[src/rtl/execute_unit.sv]
// execute_unit: execute/writeback stage with ALU, branch resolution, PSR and a single write port.
// Define EXEC_BARREL_SHIFT_EN for single-cycle ROT/SHF; the default build shifts one bit per cycle.
module execute_unit #(
    parameter int DATA_WIDTH    = 32,
    parameter int ADDRESS_WIDTH = 12
) (
    input  logic                     clk,
    input  logic                     rst_n,
    input  logic                     in_valid,
    output logic                     in_ready,
    input  logic [3:0]               opcode,
    input  logic [3:0]               cc,
    input  logic [DATA_WIDTH-1:0]    operand_one,
    input  logic [DATA_WIDTH-1:0]    operand_two,
    input  logic                     dest_type,
    input  logic [ADDRESS_WIDTH-1:0] dest_adrs,
    output logic                     w_en,
    output logic                     w_dest_type,
    output logic [ADDRESS_WIDTH-1:0] w_adrs,
    output logic [DATA_WIDTH-1:0]    w_data,
    output logic                     br_taken,
    output logic [ADDRESS_WIDTH-1:0] br_target,
    output logic [4:0]               psr,
    output logic                     halted
);
    localparam logic [3:0] OP_LD  = 4'd1, OP_STR = 4'd2, OP_BRA = 4'd3, OP_XOR = 4'd4, OP_ADD = 4'd5,
                           OP_ROT = 4'd6, OP_SHF = 4'd7, OP_HLT = 4'd8, OP_CMP = 4'd9;

    typedef enum logic [1:0] {IDLE, SHIFT, HALT} state_t;

    state_t                   r_state, w_next;
    logic                     w_wr, w_br, w_carry, w_wtype;
    logic [DATA_WIDTH-1:0]    w_res;
    logic [ADDRESS_WIDTH-1:0] w_wadrs;
    logic [5:0]               w_mag;
    logic [7:0]               w_conds;
    logic [DATA_WIDTH:0]      w_shift;

    // One shift/rotate step: returns {bit shifted out, new value}.
    function automatic logic [DATA_WIDTH:0] f_step(input logic [DATA_WIDTH-1:0] d, input logic left, input logic rot);
        return left ? {d[DATA_WIDTH-1], d[DATA_WIDTH-2:0], rot & d[DATA_WIDTH-1]}
                    : {d[0], rot & d[0], d[DATA_WIDTH-1:1]};
    endfunction

    assign w_mag    = operand_two[5] ? -operand_two[5:0] : operand_two[5:0];
    assign w_conds  = {~psr[1], ~psr[4], psr[0], psr[1], psr[4], psr[2], psr[3], 1'b1};
    assign in_ready = r_state == IDLE;
    assign halted   = r_state == HALT;

`ifdef EXEC_BARREL_SHIFT_EN
    // Unrolled chain of the same one-bit step keeps results identical to the iterative build.
    always_comb begin
        w_shift = {psr[4], operand_two};
        for (int i = 0; i < 32; i++)
            if (i < int'(w_mag)) w_shift = f_step(w_shift[DATA_WIDTH-1:0], ~operand_two[5], opcode == OP_ROT);
    end
`else
    logic                     w_load;
    logic [DATA_WIDTH-1:0]    r_data;
    logic [5:0]               r_cnt;
    logic                     r_left, r_rot, r_dtype;
    logic [ADDRESS_WIDTH-1:0] r_adrs;

    assign w_shift = f_step(r_data, r_left, r_rot);
    assign w_load  = r_state == IDLE && in_valid && (opcode == OP_ROT || opcode == OP_SHF) && w_mag != 6'd0;

    always_ff @(posedge clk or negedge rst_n) begin
        if (!rst_n) begin
            r_data  <= '0;
            r_cnt   <= '0;
            r_left  <= 1'b0;
            r_rot   <= 1'b0;
            r_dtype <= 1'b0;
            r_adrs  <= '0;
        end else if (w_load) begin
            r_data  <= operand_two;
            r_cnt   <= w_mag;
            r_left  <= ~operand_two[5];
            r_rot   <= opcode == OP_ROT;
            r_dtype <= dest_type;
            r_adrs  <= dest_adrs;
        end else if (r_state == SHIFT) begin
            r_data <= w_shift[DATA_WIDTH-1:0];
            r_cnt  <= r_cnt - 6'd1;
        end
    end
`endif

    always_ff @(posedge clk or negedge rst_n) begin
        if (!rst_n) r_state <= IDLE;
        else        r_state <= w_next;
    end

    always_comb begin
        w_next  = r_state;
        w_wr    = 1'b0;
        w_br    = 1'b0;
        w_res   = operand_two;
        w_carry = psr[4];
        w_wtype = dest_type;
        w_wadrs = dest_adrs;
        case (r_state)
            IDLE: if (in_valid) begin
                case (opcode)
                    OP_LD, OP_STR: w_wr = 1'b1;
                    OP_XOR: begin
                        w_wr  = 1'b1;
                        w_res = operand_one ^ operand_two;
                    end
                    OP_ADD: begin
                        w_wr               = 1'b1;
                        {w_carry, w_res}   = {1'b0, operand_one} + {1'b0, operand_two};
                    end
                    OP_CMP: begin
                        w_wr  = 1'b1;
                        w_res = ~operand_two;
                    end
                    OP_BRA: w_br = ~cc[3] & w_conds[cc[2:0]];
                    OP_HLT: w_next = HALT;
                    OP_ROT, OP_SHF: begin
`ifdef EXEC_BARREL_SHIFT_EN
                        w_wr  = 1'b1;
                        w_res = w_shift[DATA_WIDTH-1:0];
                        if (opcode == OP_SHF) w_carry = w_shift[DATA_WIDTH];
`else
                        if (w_mag == 6'd0) w_wr = 1'b1;
                        else               w_next = SHIFT;
`endif
                    end
                    default: ;
                endcase
            end
`ifndef EXEC_BARREL_SHIFT_EN
            SHIFT: if (r_cnt == 6'd1) begin
                w_next  = IDLE;
                w_wr    = 1'b1;
                w_res   = w_shift[DATA_WIDTH-1:0];
                w_wtype = r_dtype;
                w_wadrs = r_adrs;
                if (!r_rot) w_carry = w_shift[DATA_WIDTH];
            end
`endif
            default: ;
        endcase
    end

    always_ff @(posedge clk or negedge rst_n) begin
        if (!rst_n) begin
            w_en        <= 1'b0;
            w_dest_type <= 1'b0;
            w_adrs      <= '0;
            w_data      <= '0;
            br_taken    <= 1'b0;
            br_target   <= '0;
            psr         <= '0;
        end else begin
            w_en     <= w_wr;
            br_taken <= w_br;
            if (w_br) br_target <= operand_one[ADDRESS_WIDTH-1:0];
            if (w_wr) begin
                w_dest_type <= w_wtype;
                w_adrs      <= w_wadrs;
                w_data      <= w_res;
                psr         <= {w_carry, ^w_res, ~w_res[0], w_res[DATA_WIDTH-1], w_res == '0};
            end
        end
    end
endmodule

[config.mk]
export PLATFORM = sky130hd
export DESIGN_NAME = execute_unit
export DESIGN_NICKNAME = d
export VERILOG_FILES = /design/src/rtl/execute_unit.sv
export SDC_FILE = /design/constraint.sdc
export NUM_CORES = 1
export LEC_CHECK = 0
export CAP_MARGIN = 20
export CORE_ASPECT_RATIO = 1.25
export CORE_MARGIN = 2
export CORE_UTILIZATION = 24
export CTS_CLUSTER_SIZE = 20
export DETAILED_ROUTE_END_ITERATION = 8
export PLACE_DENSITY = 0.45
export SYNTH_ARGS = -nofsm -noshare
export SYNTH_HDL_FRONTEND = slang
export SYNTH_SLANG_ARGS = --single-unit
[constraint.sdc]
create_clock -name clk -period 5.1 [get_ports clk]
set_clock_uncertainty 0.15 [all_clocks]
set_input_delay 1.02 -clock clk [delete_from_list [all_inputs] [get_ports clk]]
set_output_delay 1.02 -clock clk [all_outputs]
set_load 0.05 [all_outputs]
# ---- After elaboration in Yosys (flattened, before gate mapping)
# Cells that the tools add are included.
dict set report totals {
  register_bits 119
  inputBits 88
}
dict set report classes {
  n_addsub 3
  order_cmp 1
  n_eq_ne 18
  muxes 34
  n_bitwise 10
  reduce_logical 15
}
# op n
set op_table {}
lappend op_table {{32-bit 2-to-1 mux} 4}
lappend op_table {{32-bit one-hot mux with 3 select lines} 1}
lappend op_table {{32-bit one-hot mux with 2 select lines} 1}
lappend op_table {{32-bit by 32-bit adder with 33-bit output} 1}
lappend op_table {{33-bit 2-to-1 mux} 1}
lappend op_table {{32-bit logical NOT} 1}
lappend op_table {{32-bit NOT} 1}
lappend op_table {{32-bit XOR reduction} 1}
lappend op_table {{32-bit bitwise XOR} 1}
lappend op_table {{12-bit 2-to-1 mux} 2}
lappend op_table {{6-bit 2-to-1 mux} 3}
lappend op_table {{4-bit by 3-bit equality test with 1-bit output (second input constant)} 4}
lappend op_table {{1-bit 2-to-1 mux} 13}
lappend op_table {{4-bit by 2-bit equality test with 1-bit output (second input constant)} 2}
lappend op_table {{4-bit equality test (second input constant)} 2}
lappend op_table {{2-bit one-hot mux with 2 select lines} 2}
lappend op_table {{6-bit by 1-bit equality test with 1-bit output (second input constant)} 1}
lappend op_table {{6-bit logical NOT} 1}
lappend op_table {{2-bit 2-to-1 mux} 3}
lappend op_table {{6-bit negator} 1}
lappend op_table {{1-bit one-hot mux with 2 select lines} 3}
lappend op_table {{6-bit AND reduction} 1}
lappend op_table {{6-bit nonzero test} 1}
lappend op_table {{6-bit by 1-bit subtractor with 6-bit output (second input constant)} 1}
lappend op_table {{other kinds (18)} 29}

# ---- Logic depth before layout (Yosys ltp)
dict set report depth {
  ltp_word 8
  mapped_depth 18
}

# ---- Worst setup path after synthesis
# OpenSTA, ideal clock, no wires.
dict set report synth_path {
  path_type {input-to-reg}
  startpoint {input operand_one[4]}
  endpoint {register psr[3]}
  setup_time_ns 0.126
  arrival_time_ns 4.119
  required_ns 4.824
  path_slack_ns 0.706
  cell_stages 16
  path_cell_list {ha_1 > a21o_1 > a31oi_1 > a211oi_1 > a21bo_2 > a211oi_2 > o21ai_0 > a211oi_2 > mux2i_1 > o221ai_1 > ha_1 > xnor2_1 > xnor2_1 > xnor2_1 > xnor2_1 > a21oi_1}
}
dict set report synth_via {
  elab_chain_cells 5
  elab_cells_between_ends 6
}
# element line_no
set synth_lines {}
lappend synth_lines {{start: declaration} 13} ;# input logic [DATA_WIDTH-1:0] operand_one,
lappend synth_lines {{32-bit by 32-bit adder with 33-bit output / 32-bit bitwise XOR (equally long branches)} {112, 108}}
lappend synth_lines {{32-bit one-hot mux with 3 select lines *} 104} ;# case (opcode)
lappend synth_lines {{32-bit 2-to-1 mux *} 103} ;# IDLE: if (in_valid) begin
lappend synth_lines {{32-bit one-hot mux with 2 select lines *} 102} ;# case (r_state)
lappend synth_lines {{32-bit XOR reduction *} 164} ;# psr <= {w_carry, ^w_res, ~w_res[0], w_res[DATA_WIDTH-1], w_res == '0};
lappend synth_lines {{end signal: assignment} 164}
lappend synth_lines {{end: declaration} 23} ;# output logic [4:0] psr,
# Mark *: on every way between the ends. The rest lies on a longest branch, timed or not.
# A chain may end at the register's enable or synchronous reset.

# ---- Worst setup path after layout
dict set report layout_path {
  startpoint {input operand_two[0]}
  endpoint {register psr[3]}
}
dict set report layout_via {
  elab_chain_cells 7
  elab_cells_between_ends 15
}
# element line_no
set layout_lines {}
lappend layout_lines {{start: declaration} 14} ;# input logic [DATA_WIDTH-1:0] operand_two,
lappend layout_lines {{parallel branches: the longest is 7 deep, another holds 32-bit by 32-bit adder with 33-bit output} n/a}
# Parallel ways; which one is timed is not known.

==> out/qor.yml <==
power_and_ir_drop:
  p_leak_nw: 5.47
  p_sw_frac: 0.456
  peakVddDrop_mv: 0.244
  power.net_switching_mw: 2.98
  combPwrFrac: 0.565
  p_total_mw: 6.54
  seqPwrFrac: 0.242
  p_clk_frac: 0.193
  p_int_mw: 3.56
  pwr_density_cell_nw_per_um2: 510
synthesis:
  synth-edff-count: 0
  synth_commonest_cells: "nand2_1 (123), nor2_1 (121), dfrtp_1 (118), a21oi_1 (92), o21ai_0 (71)"
  ys_ff_latch: 118
  yosysMostFrequentCell: "nand2_1"
  syn_area_per_cell_um2: 8.41
  syn_area_um2: 8960
  ys_seq_area_frac: 0.330
  yosysWarnings: 0
  synthTopCellsByArea: "dfrtp_1 (33%), ha_1 (7.1%), mux2_2 (5.3%)"
  ys.flop_type: "dfrtp_1"
  ys_types: 75
  yosysTopAreaCell: "dfrtp_1"
  syn-num-nets: 1206
  synth_top_area_frac: 0.330
  syn_inst: 1066
  synthArstFlopShare: 1.00
clock_network:
  cts_made_buffers: 17
  ctsLongestPathBuffers: 2
  numClockSinks: 118
  clk_latency_ns: 0.43
  h-tree-depth: 4
  clk_pin_slew_ns: 0.07
  cts-root-buf: "clkbuf_16"
  post_cts_buffers: 0
  cts_tree: "built"
timing:
  rsz0062_at_grt: "false"
  whs_ns: 0.326
  setup_violations: 0
  hold_violations: 0
  slew_viol_final: 0
  fin_ws_ns: 0.291
  period_share: 0.943
  timing.fmax_mhz: 208
  relSlewSlack: 0.410
  worst_pin_slew_ns: 0.885
  timing.final.crit_period_ns: 4.81
final_layout:
  area_growth_syn_to_layout_pct: 43.0
  stdcell_count: 1844
  insertedDiodeCount: 0
  drive_above_1_share: 0.209
  layout.nets: 1485
drt:
  drt-total-wl_um: 36900
  num_vias: 9334
  drtIter0Drc: 742
  dr.pass1.iters: 5
  post_drt_wl_per_cell_um: 20.0
  ant_nets: 0
  drc: 0
  vias_per_cell: 5.06
critical_path:
  path_max_fanout: 3
  r2r_start: "r_cnt[3]"
  worstSetupPathType: "in2reg"
  required_ns: 5.25
  reg2reg_slack_ns: 1.28
  crit_path_end_kind: "flip-flop"
  critPathLaunch: "operand_two[0]"
  startpoint_type: "input pin"
  arrival_ns: 4.96
grt:
  grt_pass1_wl_um: 56300
  grt_usage: 0.192
  grt_pass1_vias: 9373
  antenna_found_initial: 0
  grt_max_degree: 61
  grt_overflow_total: 0
floorplan:
  coreArea_um2: 37100
  placementRows: 79
  die_area_um2: 38900
  die_height_um: 220
  die_w_um: 177
  initial_core_util: 0.242
  pin_count: 154
place:
  io_buffers: 153
  dp_slack_ns: -0.361
  routabilityCongestion: 0.915
  dp_cells: 1812
  dp_hpwl_um: 28900
worst_hold_path:
  min_path_type: "reg2reg"
  hp-start: "w_data[13]"
flow_run:
  cap_violations: 0
run_status:
  status: "finished, final reports clean"
## power by group through the flow
| stage | logic (mW) | registers [mW] | clock network [mW] |
|---|---|---|---|
| 6_report | 3.70 | 1.58 | 1.26 |
| 5_1_grt | 3.99 | 1.63 | 1.34 |
| 4_1_cts | 3.69 | 1.58 | 1.30 |
| 3_5_place_dp | 3.68 | 1.59 | 0 |
| 3_3_place_gp | 3.67 | 1.59 | 0 |
| 2_1_floorplan | 1.72 | 2.18 | 0 |
## sequential cells by signal, indices dropped and copies added (netlist names), 2 cells and up
signal and count:
r_cnt 6, br_target 12, w_data 31, r_data 32
psr 5, r_adrs 12, r_state 2, w_adrs 12
## per-stage QoR
step | TNS, ns | instance area (µm²) | util
after floorplan | 0 | 8960 | -
after global placement | -0.519 | 12100 | 0.328
after detailed placement | -0.605 | 12100 | 0.328
after CTS | 0 | 12800 | 0.344
after global routing | 0 | 12800 | 0.346
final | 0 | 12800 | 0.346
## layout by cell type (no fill, tap or decap), types with 11 or more instances in the layout
cell	count
inv_1	22
a221o_1	19
xor2_1	11
clkbuf_16	17
o21ai_0	70
xnor2_1	33
mux2i_1	25
nand2_1	123
o22ai_1	14
o21a_1	12
o211ai_1	12
buf_4	177
mux2_2	42
a31oi_1	23
a21o_1	11
nor3_1	15
a21oi_1	88
clkdlybuf4s50_1	152
ha_1	51
dfrtp_1	118
a211oi_1	17
nor2_1	120
nand3_1	23
nand4_1	13
## repair_timing
action / 4_1_cts / 5_1_grt
hold buffers: 0 / 0
gates resized for setup: 0 / 13
endpoints found under the hold margin: 0 / 0
setup endpoints to repair: 0 / 1
## kinds of logic after synthesis
family / count (synthesis) / share of synthesized area
compound gates: 347 / 0.256
simple gates: 342 / 0.169
flops: 118 / 0.330
buf+inv: 96 / 0.0478
mux: 67 / 0.0807
fa+ha+maj: 52 / 0.0734
xor+xnor: 44 / 0.0430
## cell type report
| cell class | instances | area [µm²] |
|---|---|---|
| fillers | 3883 | 24200 |
| multi-input cells | 852 | 5660 |
| flip-flops and latches | 118 | 2950 |
| repair buffers | 331 | 2890 |
| well taps | 486 | 608 |
| clock buffers | 18 | 439 |
| clock inverters | 14 | 166 |
| inverters | 25 | 96.3 |
## worst max-delay path, stage by stage
cell and delay [ns]:
clkdlybuf4s50_1 0.48, ha_1 0.17, inv_1 0.06, fa_1 0.37, nor2b_1 0.24, o2111ai_2 0.19, a21oi_2 0.22, a21oi_1 0.14
a31oi_1 0.20, buf_4 0.16, mux2_2 0.34, a31oi_1 0.16, a221o_1 0.18, ha_1 0.26, xnor2_1 0.22, xnor2_1 0.16
xnor2_1 0.16, xnor2_1 0.14, a21oi_1 0.08
## worst paths after layout
kind,endpoint,depth (start not counted)
worst max-delay path,psr[3],19
worst min-delay path,w_data[13],2
worst max register to register,psr[3],14
worst min register to register,w_data[13],2
max in group asynchronous,w_data[2],2
min in group asynchronous,br_target[9],1
## per-layer routing
layer | track usage | routed length (µm)
met4 | 0.0887 | 1420
met2 | 0.333 | 18500
met5 | 0 | 0
met1 | 0.236 | 15300
met3 | 0.0257 | 1750
Note: power is estimated with default switching activity, not from simulation.
